$ cat config.mk
export PLATFORM = sky130hd
export DESIGN_NAME = idex_elastic_reg_flat
export DESIGN_NICKNAME = d
export VERILOG_FILES = /design/src/rtl/idex_elastic_reg_if.sv /design/src/rtl/idex_elastic_reg.sv /design/src/flat_wrapper.sv
export SDC_FILE = /design/constraint.sdc
export NUM_CORES = 1
export LEC_CHECK = 0
export CORE_MARGIN = 1
export CORE_UTILIZATION = 46
export DETAILED_ROUTE_END_ITERATION = 8
export PLACE_DENSITY = 0.75
export SYNTH_ARGS = -nofsm -noshare
export SYNTH_HDL_FRONTEND = slang
export SYNTH_SLANG_ARGS = --single-unit
$ cat constraint.sdc
create_clock -name clock -period 1.8 [get_ports clock]
set_clock_uncertainty 0.1 [all_clocks]
set_input_delay 0.36 -clock clock [delete_from_list [all_inputs] [get_ports clock]]
set_output_delay 0.36 -clock clock [all_outputs]
set_load 0.01 [all_outputs]
$ cat src/rtl/idex_elastic_reg_if.sv
// idex_elastic_reg_if: ID-side bundle/handshake and EX-side registered bundle for the ID/EX stage
interface idex_elastic_reg_if #(
    parameter int WB_W    = 2,
    parameter int M_W     = 3,
    parameter int EX_W    = 4,
    parameter int DATA_W  = 32,
    parameter int REG_W   = 5,
    parameter int SHAMT_W = 5,
    parameter int CNT_W   = 16
);
    logic               id_valid, id_ready, flush, ex_valid, ex_ready;
    logic [WB_W-1:0]    WB, WBreg;
    logic [M_W-1:0]     M, Mreg;
    logic [EX_W-1:0]    EX, EXreg;
    logic [DATA_W-1:0]  DataA, DataB, imm_value, DataAreg, DataBreg, imm_valuereg;
    logic [REG_W-1:0]   RegRs, RegRt, RegRd, RegRsreg, RegRtreg, RegRdreg;
    logic [SHAMT_W-1:0] IDShamt, EXShamt;
    logic [CNT_W-1:0]   stall_cnt;

    modport master (
        output id_valid, flush, WB, M, EX, DataA, DataB, imm_value, RegRs, RegRt, RegRd, IDShamt, ex_ready,
        input  id_ready, ex_valid, WBreg, Mreg, EXreg, DataAreg, DataBreg, imm_valuereg,
               RegRsreg, RegRtreg, RegRdreg, EXShamt, stall_cnt
    );
    modport slave (
        input  id_valid, flush, WB, M, EX, DataA, DataB, imm_value, RegRs, RegRt, RegRd, IDShamt, ex_ready,
        output id_ready, ex_valid, WBreg, Mreg, EXreg, DataAreg, DataBreg, imm_valuereg,
               RegRsreg, RegRtreg, RegRdreg, EXShamt, stall_cnt
    );
endinterface

$ cat src/rtl/idex_elastic_reg.sv
// idex_elastic_reg: ID/EX pipeline register with valid/ready handshake, one-entry skid buffer and flush
module idex_elastic_reg #(
    parameter int WB_W    = 2,
    parameter int M_W     = 3,
    parameter int EX_W    = 4,
    parameter int DATA_W  = 32,
    parameter int REG_W   = 5,
    parameter int SHAMT_W = 5,
    parameter int CNT_W   = 16
) (
    input logic clock,
    input logic reset_n,
    idex_elastic_reg_if.slave bus
);
    localparam int PW = WB_W + M_W + EX_W + 3 * DATA_W + 3 * REG_W + SHAMT_W;

    logic              main_v, skid_v, main_v_n, skid_v_n, accept, consume, stall, load_main, load_skid;
    logic [PW-1:0]     main_q, skid_q, in_b;
    logic [CNT_W-1:0]  cnt_q;
    logic [WB_W-1:0]   wb_q;
    logic [M_W-1:0]    m_q;
    logic [EX_W-1:0]   ex_q;

    assign in_b = {bus.WB, bus.M, bus.EX, bus.DataA, bus.DataB, bus.imm_value,
                   bus.RegRs, bus.RegRt, bus.RegRd, bus.IDShamt};

    // state is {main_v, skid_v}: 00 empty, 10 full, 11 skid
    always_comb begin
        accept    = bus.id_valid && !skid_v;
        consume   = main_v && bus.ex_ready;
        stall     = main_v && !bus.ex_ready;
        main_v_n  = !bus.flush && (skid_v || accept || stall);
        skid_v_n  = !bus.flush && (skid_v ? !consume : stall && accept);
        load_main = !bus.flush && (skid_v ? consume : accept && !stall);
        load_skid = !bus.flush && !skid_v && stall && accept;
    end

    always_ff @(posedge clock or negedge reset_n) begin
        if (!reset_n) begin
            main_v <= 1'b0;
            skid_v <= 1'b0;
            main_q <= '0;
            skid_q <= '0;
            cnt_q  <= '0;
        end else begin
            main_v <= main_v_n;
            skid_v <= skid_v_n;
            if (load_main) main_q <= skid_v ? skid_q : in_b;
            if (load_skid) skid_q <= in_b;
            if (stall && !(&cnt_q)) cnt_q <= cnt_q + 1'b1;
        end
    end

    assign {wb_q, m_q, ex_q, bus.DataAreg, bus.DataBreg, bus.imm_valuereg,
            bus.RegRsreg, bus.RegRtreg, bus.RegRdreg, bus.EXShamt} = main_q;

    // control is squashed to a bubble whenever the stage holds nothing
    assign bus.WBreg     = wb_q & {WB_W{main_v}};
    assign bus.Mreg      = m_q & {M_W{main_v}};
    assign bus.EXreg     = ex_q & {EX_W{main_v}};
    assign bus.ex_valid  = main_v;
    assign bus.id_ready  = !skid_v;
    assign bus.stall_cnt = cnt_q;
endmodule

$ cat src/flat_wrapper.sv
// flat-port wrapper written by rule: the top's interface ports become plain ports
module idex_elastic_reg_flat 
#(
    parameter int WB_W    = 2,
    parameter int M_W     = 3,
    parameter int EX_W    = 4,
    parameter int DATA_W  = 32,
    parameter int REG_W   = 5,
    parameter int SHAMT_W = 5,
    parameter int CNT_W   = 16
)
  (clock, reset_n, bus_id_valid, bus_flush, bus_WB, bus_M, bus_EX, bus_DataA, bus_DataB, bus_imm_value, bus_RegRs, bus_RegRt, bus_RegRd, bus_IDShamt, bus_ex_ready, bus_id_ready, bus_ex_valid, bus_WBreg, bus_Mreg, bus_EXreg, bus_DataAreg, bus_DataBreg, bus_imm_valuereg, bus_RegRsreg, bus_RegRtreg, bus_RegRdreg, bus_EXShamt, bus_stall_cnt);
  idex_elastic_reg_if #(.WB_W(WB_W), .M_W(M_W), .EX_W(EX_W), .DATA_W(DATA_W), .REG_W(REG_W), .SHAMT_W(SHAMT_W), .CNT_W(CNT_W)) bus_i ();
  input logic clock;
  input logic reset_n;
  input wire logic [$bits(bus_i.id_valid)-1:0] bus_id_valid;
  input wire logic [$bits(bus_i.flush)-1:0] bus_flush;
  input wire logic [$bits(bus_i.WB)-1:0] bus_WB;
  input wire logic [$bits(bus_i.M)-1:0] bus_M;
  input wire logic [$bits(bus_i.EX)-1:0] bus_EX;
  input wire logic [$bits(bus_i.DataA)-1:0] bus_DataA;
  input wire logic [$bits(bus_i.DataB)-1:0] bus_DataB;
  input wire logic [$bits(bus_i.imm_value)-1:0] bus_imm_value;
  input wire logic [$bits(bus_i.RegRs)-1:0] bus_RegRs;
  input wire logic [$bits(bus_i.RegRt)-1:0] bus_RegRt;
  input wire logic [$bits(bus_i.RegRd)-1:0] bus_RegRd;
  input wire logic [$bits(bus_i.IDShamt)-1:0] bus_IDShamt;
  input wire logic [$bits(bus_i.ex_ready)-1:0] bus_ex_ready;
  output wire logic [$bits(bus_i.id_ready)-1:0] bus_id_ready;
  output wire logic [$bits(bus_i.ex_valid)-1:0] bus_ex_valid;
  output wire logic [$bits(bus_i.WBreg)-1:0] bus_WBreg;
  output wire logic [$bits(bus_i.Mreg)-1:0] bus_Mreg;
  output wire logic [$bits(bus_i.EXreg)-1:0] bus_EXreg;
  output wire logic [$bits(bus_i.DataAreg)-1:0] bus_DataAreg;
  output wire logic [$bits(bus_i.DataBreg)-1:0] bus_DataBreg;
  output wire logic [$bits(bus_i.imm_valuereg)-1:0] bus_imm_valuereg;
  output wire logic [$bits(bus_i.RegRsreg)-1:0] bus_RegRsreg;
  output wire logic [$bits(bus_i.RegRtreg)-1:0] bus_RegRtreg;
  output wire logic [$bits(bus_i.RegRdreg)-1:0] bus_RegRdreg;
  output wire logic [$bits(bus_i.EXShamt)-1:0] bus_EXShamt;
  output wire logic [$bits(bus_i.stall_cnt)-1:0] bus_stall_cnt;
  assign bus_i.id_valid = bus_id_valid;
  assign bus_i.flush = bus_flush;
  assign bus_i.WB = bus_WB;
  assign bus_i.M = bus_M;
  assign bus_i.EX = bus_EX;
  assign bus_i.DataA = bus_DataA;
  assign bus_i.DataB = bus_DataB;
  assign bus_i.imm_value = bus_imm_value;
  assign bus_i.RegRs = bus_RegRs;
  assign bus_i.RegRt = bus_RegRt;
  assign bus_i.RegRd = bus_RegRd;
  assign bus_i.IDShamt = bus_IDShamt;
  assign bus_i.ex_ready = bus_ex_ready;
  assign bus_id_ready = bus_i.id_ready;
  assign bus_ex_valid = bus_i.ex_valid;
  assign bus_WBreg = bus_i.WBreg;
  assign bus_Mreg = bus_i.Mreg;
  assign bus_EXreg = bus_i.EXreg;
  assign bus_DataAreg = bus_i.DataAreg;
  assign bus_DataBreg = bus_i.DataBreg;
  assign bus_imm_valuereg = bus_i.imm_valuereg;
  assign bus_RegRsreg = bus_i.RegRsreg;
  assign bus_RegRtreg = bus_i.RegRtreg;
  assign bus_RegRdreg = bus_i.RegRdreg;
  assign bus_EXShamt = bus_i.EXShamt;
  assign bus_stall_cnt = bus_i.stall_cnt;
  idex_elastic_reg #(.WB_W(WB_W), .M_W(M_W), .EX_W(EX_W), .DATA_W(DATA_W), .REG_W(REG_W), .SHAMT_W(SHAMT_W), .CNT_W(CNT_W)) u_core (.clock(clock), .reset_n(reset_n), .bus(bus_i));
endmodule
==> flow_summary.toml, run 1 <==
[flow_run]
maxCapViolations = 0

[final_layout]
register_area_um2 = 6720
drive_gt1_share_pct = 34.6
layoutNonFillerInstCount = 1631
area_delta_synth_final_pct = 46.9
multiInputGateArea_um2 = 5090
fin_nets = 1408
post-route-util_pct = 68.5
fillers = 1855

[clock_tree]
cts_root_buf = "clkbuf_16"
cts_num_sinks = 268
cts_tree = "yes"
path_clk_slew_ps = 60
htree_levels = 1
cts_made_buffers = 29
ctsLongestPathBuffers = 3
insertion_delay_ps = 530

[sta]
period_share_pct = 112
rsz0062_at_grt = "yes"
hold_slack_ps = 217
slew_violations = 0
fmax_mhz = 497
layout_min_cycle_time_ps = 2010
finalSetupViolations = 233
finalHoldViolCount = 0
tightest_slew_ps = 526
slew_headroom_pct = 64.9
setup_slack_ps = -212

[placement]
place.port_buffers = 272
place_hpwl_um = 17900
place_inst = 1506
gp_congestion = 0.808

[floorplanning]
die_h_um = 164
start_util_pct = 46.6
num_rows = 59
dieArea_um2 = 27000
io_pins = 273
core_area_um2 = 26000
die_w_um = 164

[outcome]
violations = "negative setup slack"
status = "finished with violations"

[detailed_routing]
drt_iter0_markers = 583
antenna_left = 0
drcViolationCount = 0
first_pass_iters = 4
drt_wl_total_um = 33700
viasPerCell = 5.28
wl_per_cell_um = 20.7
num_vias = 8614

[grt]
grt_pass1_vias = 8659
grt_max_degree = 68
grt_first_pass_wirelength_um = 46400
track_usage_pct = 21.9
antenna_found_initial = 1
overflow = 0

[yosys]
ys_ff_latch = 268
yosysWarnings = 0
syn_nets = 1151
synth.distinct_cells = 32
netlist_area_um2 = 12100
synth.avg_cell_area_um2 = 11.9
seq_area_frac_synth_pct = 55.3
synthCells = 1020

[setup_path]
cp-start-kind = "flop"
path_class = "flop to flop"
worst-path-max-fanout = 4
critPathRequiredTime_ps = 2150
rrSetupSlack_ps = -210
worstPathArrival_ps = 2360
end_kind = "flop"

[power]
p_leak_nw = 7.66
ir_drop_mv = 1.18
powerDensity_nw_per_um2 = 1080

[min_path]
hp-class = "primary input to asynchronous set/reset pin"
-- power breakdown --
group / internal [mW] / switching, mW / total (mW) / leakage [nW]
registers: 7.46 / 0.933 / 8.40 / 3.13
logic: 2.89 / 2.15 / 5.03 / 4.08
clock network: 3.41 / 2.37 / 5.77 / 0.449
total: 13.8 / 5.44 / 19.2 / 7.66
-- flip-flops by register name (all words and copies together), names as in the netlist --
name	flops
u_core.bus.stall_cnt	16
u_core.bus.ex_valid	1
u_core.skid_q	125
u_core.skid_v	1
u_core.main_q	125
-- final timing paths --
| check | cells after the start | end | from |
|---|---|---|---|
| worst max-delay path | 9 | u_core.bus.stall_cnt[5] | u_core.bus.ex_valid |
| worst min-delay path | 2 | u_core.skid_q[64] | reset_n |
| worst max register to register | 9 | u_core.bus.stall_cnt[5] | u_core.bus.ex_valid |
| worst min register to register | 1 | u_core.bus.stall_cnt[11] | u_core.bus.stall_cnt[11] |
| max in group asynchronous | 3 | u_core.skid_q[80] | reset_n |
| min in group clock | 2 | u_core.skid_q[34] | bus_imm_value[14] |
-- per-stage QoR --
stage | setup TNS (ps) | worst slack [ps] | cell area [um^2] | total power, mW
6_report | -28070 | -212 | 17800 | 19.2
5_1_grt | -45960 | -291 | 17800 | 20.1
4_1_cts | -14770 | -153 | 16700 | 18.6
3_5_place_dp | -96110 | -534 | 14800 | 12.7
3_3_place_gp | -88440 | -453 | 14800 | 12.5
2_1_floorplan | -3080 | -37.3 | 12200 | 11.0
-- final cells by class --
| class | instances | share of cell area [%] |
|---|---|---|
| Inverter | 5 | 0.105 |
| Timing Repair Buffer | 398 | 26.0 |
| Multi-Input combinational cell | 575 | 28.6 |
| Tap cell | 335 | 2.36 |
| Antenna cell | 1 | 0.0141 |
| Clock inverter | 5 | 0.316 |
| Clock buffer | 44 | 4.84 |
| Sequential cell | 268 | 37.7 |
-- metal layers --
layer | share of wire, % | vias up | global-route usage [%]
met5 | 0.039 | - | 0
met4 | 1.9 | 2 | 5.26
met3 | 8.1 | 47 | 6.74
met2 | 50 | 274 | 36.5
met1 | 40 | 4372 | 27.7
li1 | - | 3919 | -
-- cells in the final DEF (no fill, tap or decap), drive strengths merged, types with 2 or more instances in the layout --
master,count
mux2i,125
nand4,4
nand2,5
dfrtp,268
nand3,7
mux2,128
buf,123
and4,2
nor4,3
clkdlybuf4s15,4
clkinv,3
xor2,7
inv,5
dlygate4sd2,127
and2,10
nor2,131
xnor2,4
clkdlybuf4s50,128
o211ai,2
a21oi,130
nor3,4
clkbuf,59
-- critical path, cell delays in order (launching register included) --
cell     delay, ps
dfrtp_1        370
buf_6          110
nor2b_4        170
buf_4          130
buf_6          110
buf_6          110
nand4_1        220
buf_4          220
nor3b_2        190
xor2_1         200
-- kinds of logic after synthesis --
family / count (synthesis) / share of synthesized area [%]
AO/OA/AOI/OAI: 137 / 5.97
buffers and inverters: 178 / 9.53
AND/OR/NAND/NOR: 172 / 6.05
adder cells (fa/ha/maj): 1 / 0.103
XOR/XNOR: 11 / 0.795
flip-flops: 268 / 55.3
multiplexers: 253 / 22.2
-- timing repair --
action | CTS | global route
pin swaps | 1 | 7
gates cloned | 17 | 20
hold endpoints to repair | 197 | 0
endpoints found under the setup margin | 259 | 242
setup buffers | 31 | 17
gates resized for setup | 293 | 199
hold buffers | 1 | 0
-- synthesized netlist by cell type, drive strengths merged --
master / instances / area share (%)
mux2i: 125 / 10
nor2b: 1 / 0.052
and3: 1 / 0.052
a211oi: 1 / 0.062
and4b: 1 / 0.083
o31ai: 1 / 0.062
a31oi: 1 / 0.052
xnor2: 4 / 0.29
ha: 1 / 0.10
nand2b: 1 / 0.052
or3: 1 / 0.052
nor2: 131 / 4.1
nand4: 4 / 0.21
mux2: 128 / 12
xor2: 7 / 0.51
or2: 1 / 0.052
clkbuf: 16 / 0.50
nand2: 5 / 0.15
inv: 5 / 0.15
nor4: 3 / 0.15
nand3: 6 / 0.25
nor3: 4 / 0.17
a21oi: 130 / 5.4
nor3b: 1 / 0.062
and4: 2 / 0.14
a311oi: 1 / 0.072
a2111oi: 1 / 0.23
and2: 10 / 0.52
buf: 157 / 8.9
o211ai: 2 / 0.12
dfrtp: 268 / 55
No activity file was read; power rests on OpenSTA's default activity.
==> inputs of run 2 (changes only) <==
--- a/config.mk
+++ b/config.mk
@@ -9,6 +9,8 @@
 export CORE_UTILIZATION = 46
 export DETAILED_ROUTE_END_ITERATION = 8
 export PLACE_DENSITY = 0.75
+export SETUP_SLACK_MARGIN = 0.2
+export SKIP_LAST_GASP = 1
 export SYNTH_ARGS = -nofsm -noshare
 export SYNTH_HDL_FRONTEND = slang
 export SYNTH_SLANG_ARGS = --single-unit
==> run 2 against run 1 <==
  * The flow still finishes with violations (negative setup slack)
  * Total power rose by 2.9%
  * Cell count grew 1.6%
  * Fmax up 0.56%
  * Critical path type unchanged
  * Critical endpoint is now u_core.main_q[109]
==> flow_summary.toml, run 2 (synthesis results as in run 1) <==
[sta]
period_share_pct = 111
finalSetupViolations = 223
setup_slack_ps = -200
layout_min_cycle_time_ps = 2000
fmax_mhz = 500
fin_setup_tns_ps = -24920
slew_headroom_pct = 46.9
hold_slack_ps = 256
slew_violations = 0
tightest_slew_ps = 796
rsz0062_at_grt = "yes"
finalHoldViolCount = 0

[placement]
placed_cell_area_um2 = 14800
place_inst = 1504
gp_congestion = 0.836
place_hpwl_um = 18200
pre_cts_ws_ps = -425
place.port_buffers = 272

[setup_path]
cp_cell_sequence = "buf_4 > buf_6 > inv_1 > a2111oi_4 > buf_4 > buf_12 > buf_12 > nor2_1 > a21oi_1"
path_buf_inv = 6
cp-start-kind = "flop"
critPathRequiredTime_ps = 2160
critPathTopFamily = "buffers and inverters"
end_kind = "flop"
worstPathArrival_ps = 2360
slowest_stage = "dfrtp_2"
worst-path-max-fanout = 22
slowest_delay_ps = 420
path_class = "flop to flop"

[detailed_routing]
drt_wl_total_um = 33700
wl_per_cell_um = 20.3
antenna_left = 0
first_pass_iters = 4
drcViolationCount = 0
num_vias = 8743
drt_iter0_markers = 337
viasPerCell = 5.28

[grt]
overflow = 0
grt_max_degree = 92
antenna_found_initial = 1
track_usage_pct = 20.3
grt_pass1_vias = 8449
grt_first_pass_wirelength_um = 43300

[final_layout]
mostFrequentLayoutCells = "dfrtp_1, clkdlybuf4s50_1, buf_2"
fin_nets = 1431
register_area_um2 = 6720
post-route-util_pct = 68.3
drive_gt1_share_pct = 50.4
fillers = 1815
mostFrequentLayoutCell = "dfrtp_1"
multiInputGateArea_um2 = 5290
final_area_um2 = 17800
area_delta_synth_final_pct = 46.5
antenna_cells = 0
layoutNonFillerInstCount = 1657

[power]
netSwitchingFraction_pct = 28.6
power_frac_seq_pct = 42.3
p_leak_nw = 7.59
ir_drop_mv = 0.956
total_power_mw = 19.8
comb_power_share_pct = 26.2
p_int_mw = 14.1
p_sw_mw = 5.66
powerDensity_nw_per_um2 = 1110
clkPwrFrac_pct = 31.5

[floorplanning]
start_util_pct = 46.6
num_rows = 59
die_h_um = 164
dieArea_um2 = 27000
core_area_um2 = 26000
die_w_um = 164
io_pins = 273

[outcome]
violations = "negative setup slack"
status = "finished with violations"

[clock_tree]
insertion_delay_ps = 540
cts_made_buffers = 29
cts_tree = "yes"
ctsLongestPathBuffers = 3
htree_levels = 1
path_clk_slew_ps = 60
cts_num_sinks = 268
cts_root_buf = "clkbuf_16"

[min_path]
hp-class = "primary input to asynchronous set/reset pin"

[flow_run]
maxCapViolations = 0
[run 2: power groups by stage]
stage,Sequential [mW],Clock (mW),Combinational (mW)
floorplan,8.16,0,2.89
finish,8.36,6.22,5.17
global placement,8.27,0,4.23
global route,8.52,6.66,5.54
CTS,8.20,6.34,4.22
detailed placement,8.35,0,4.36
[run 2: repair_timing]
action / CTS / global route
gates cloned: 4 / 34
setup buffers: 38 / 23
resized for setup: 626 / 290
endpoints found under the setup margin: 404 / 282
hold buffers: 1 / 0
endpoints found under the hold margin: 46 / 0
pin swaps: 1 / 18
[run 2: layer usage]
layer	global-route usage [%]	routed length, um
met5	0	12
met4	4.42	612
met3	7.25	2960
met2	34.6	16900
met1	24.6	13300
[run 2: path summary, 6_finish.rpt]
path	end	cells past startpoint	slack, ps	from
min	u_core.main_q[66]	2	260	reset_n
max	u_core.main_q[109]	9	-200	u_core.bus.ex_valid
min in group clock	u_core.skid_q[55]	2	360	bus_DataB[3]
max reg2reg	u_core.main_q[109]	9	-200	u_core.bus.ex_valid
max in group asynchronous	u_core.skid_v	3	640	reset_n
min reg2reg	u_core.skid_q[83]	1	400	u_core.skid_q[83]
[run 2: final cells by class]
class | instances | area share [%]
clock inverters | 11 | 0.768
clock buffers | 42 | 4.93
multi-input cells | 575 | 29.8
well taps | 335 | 2.36
flip-flops and latches | 268 | 37.8
repair buffers | 421 | 24.2
inverters | 5 | 0.120
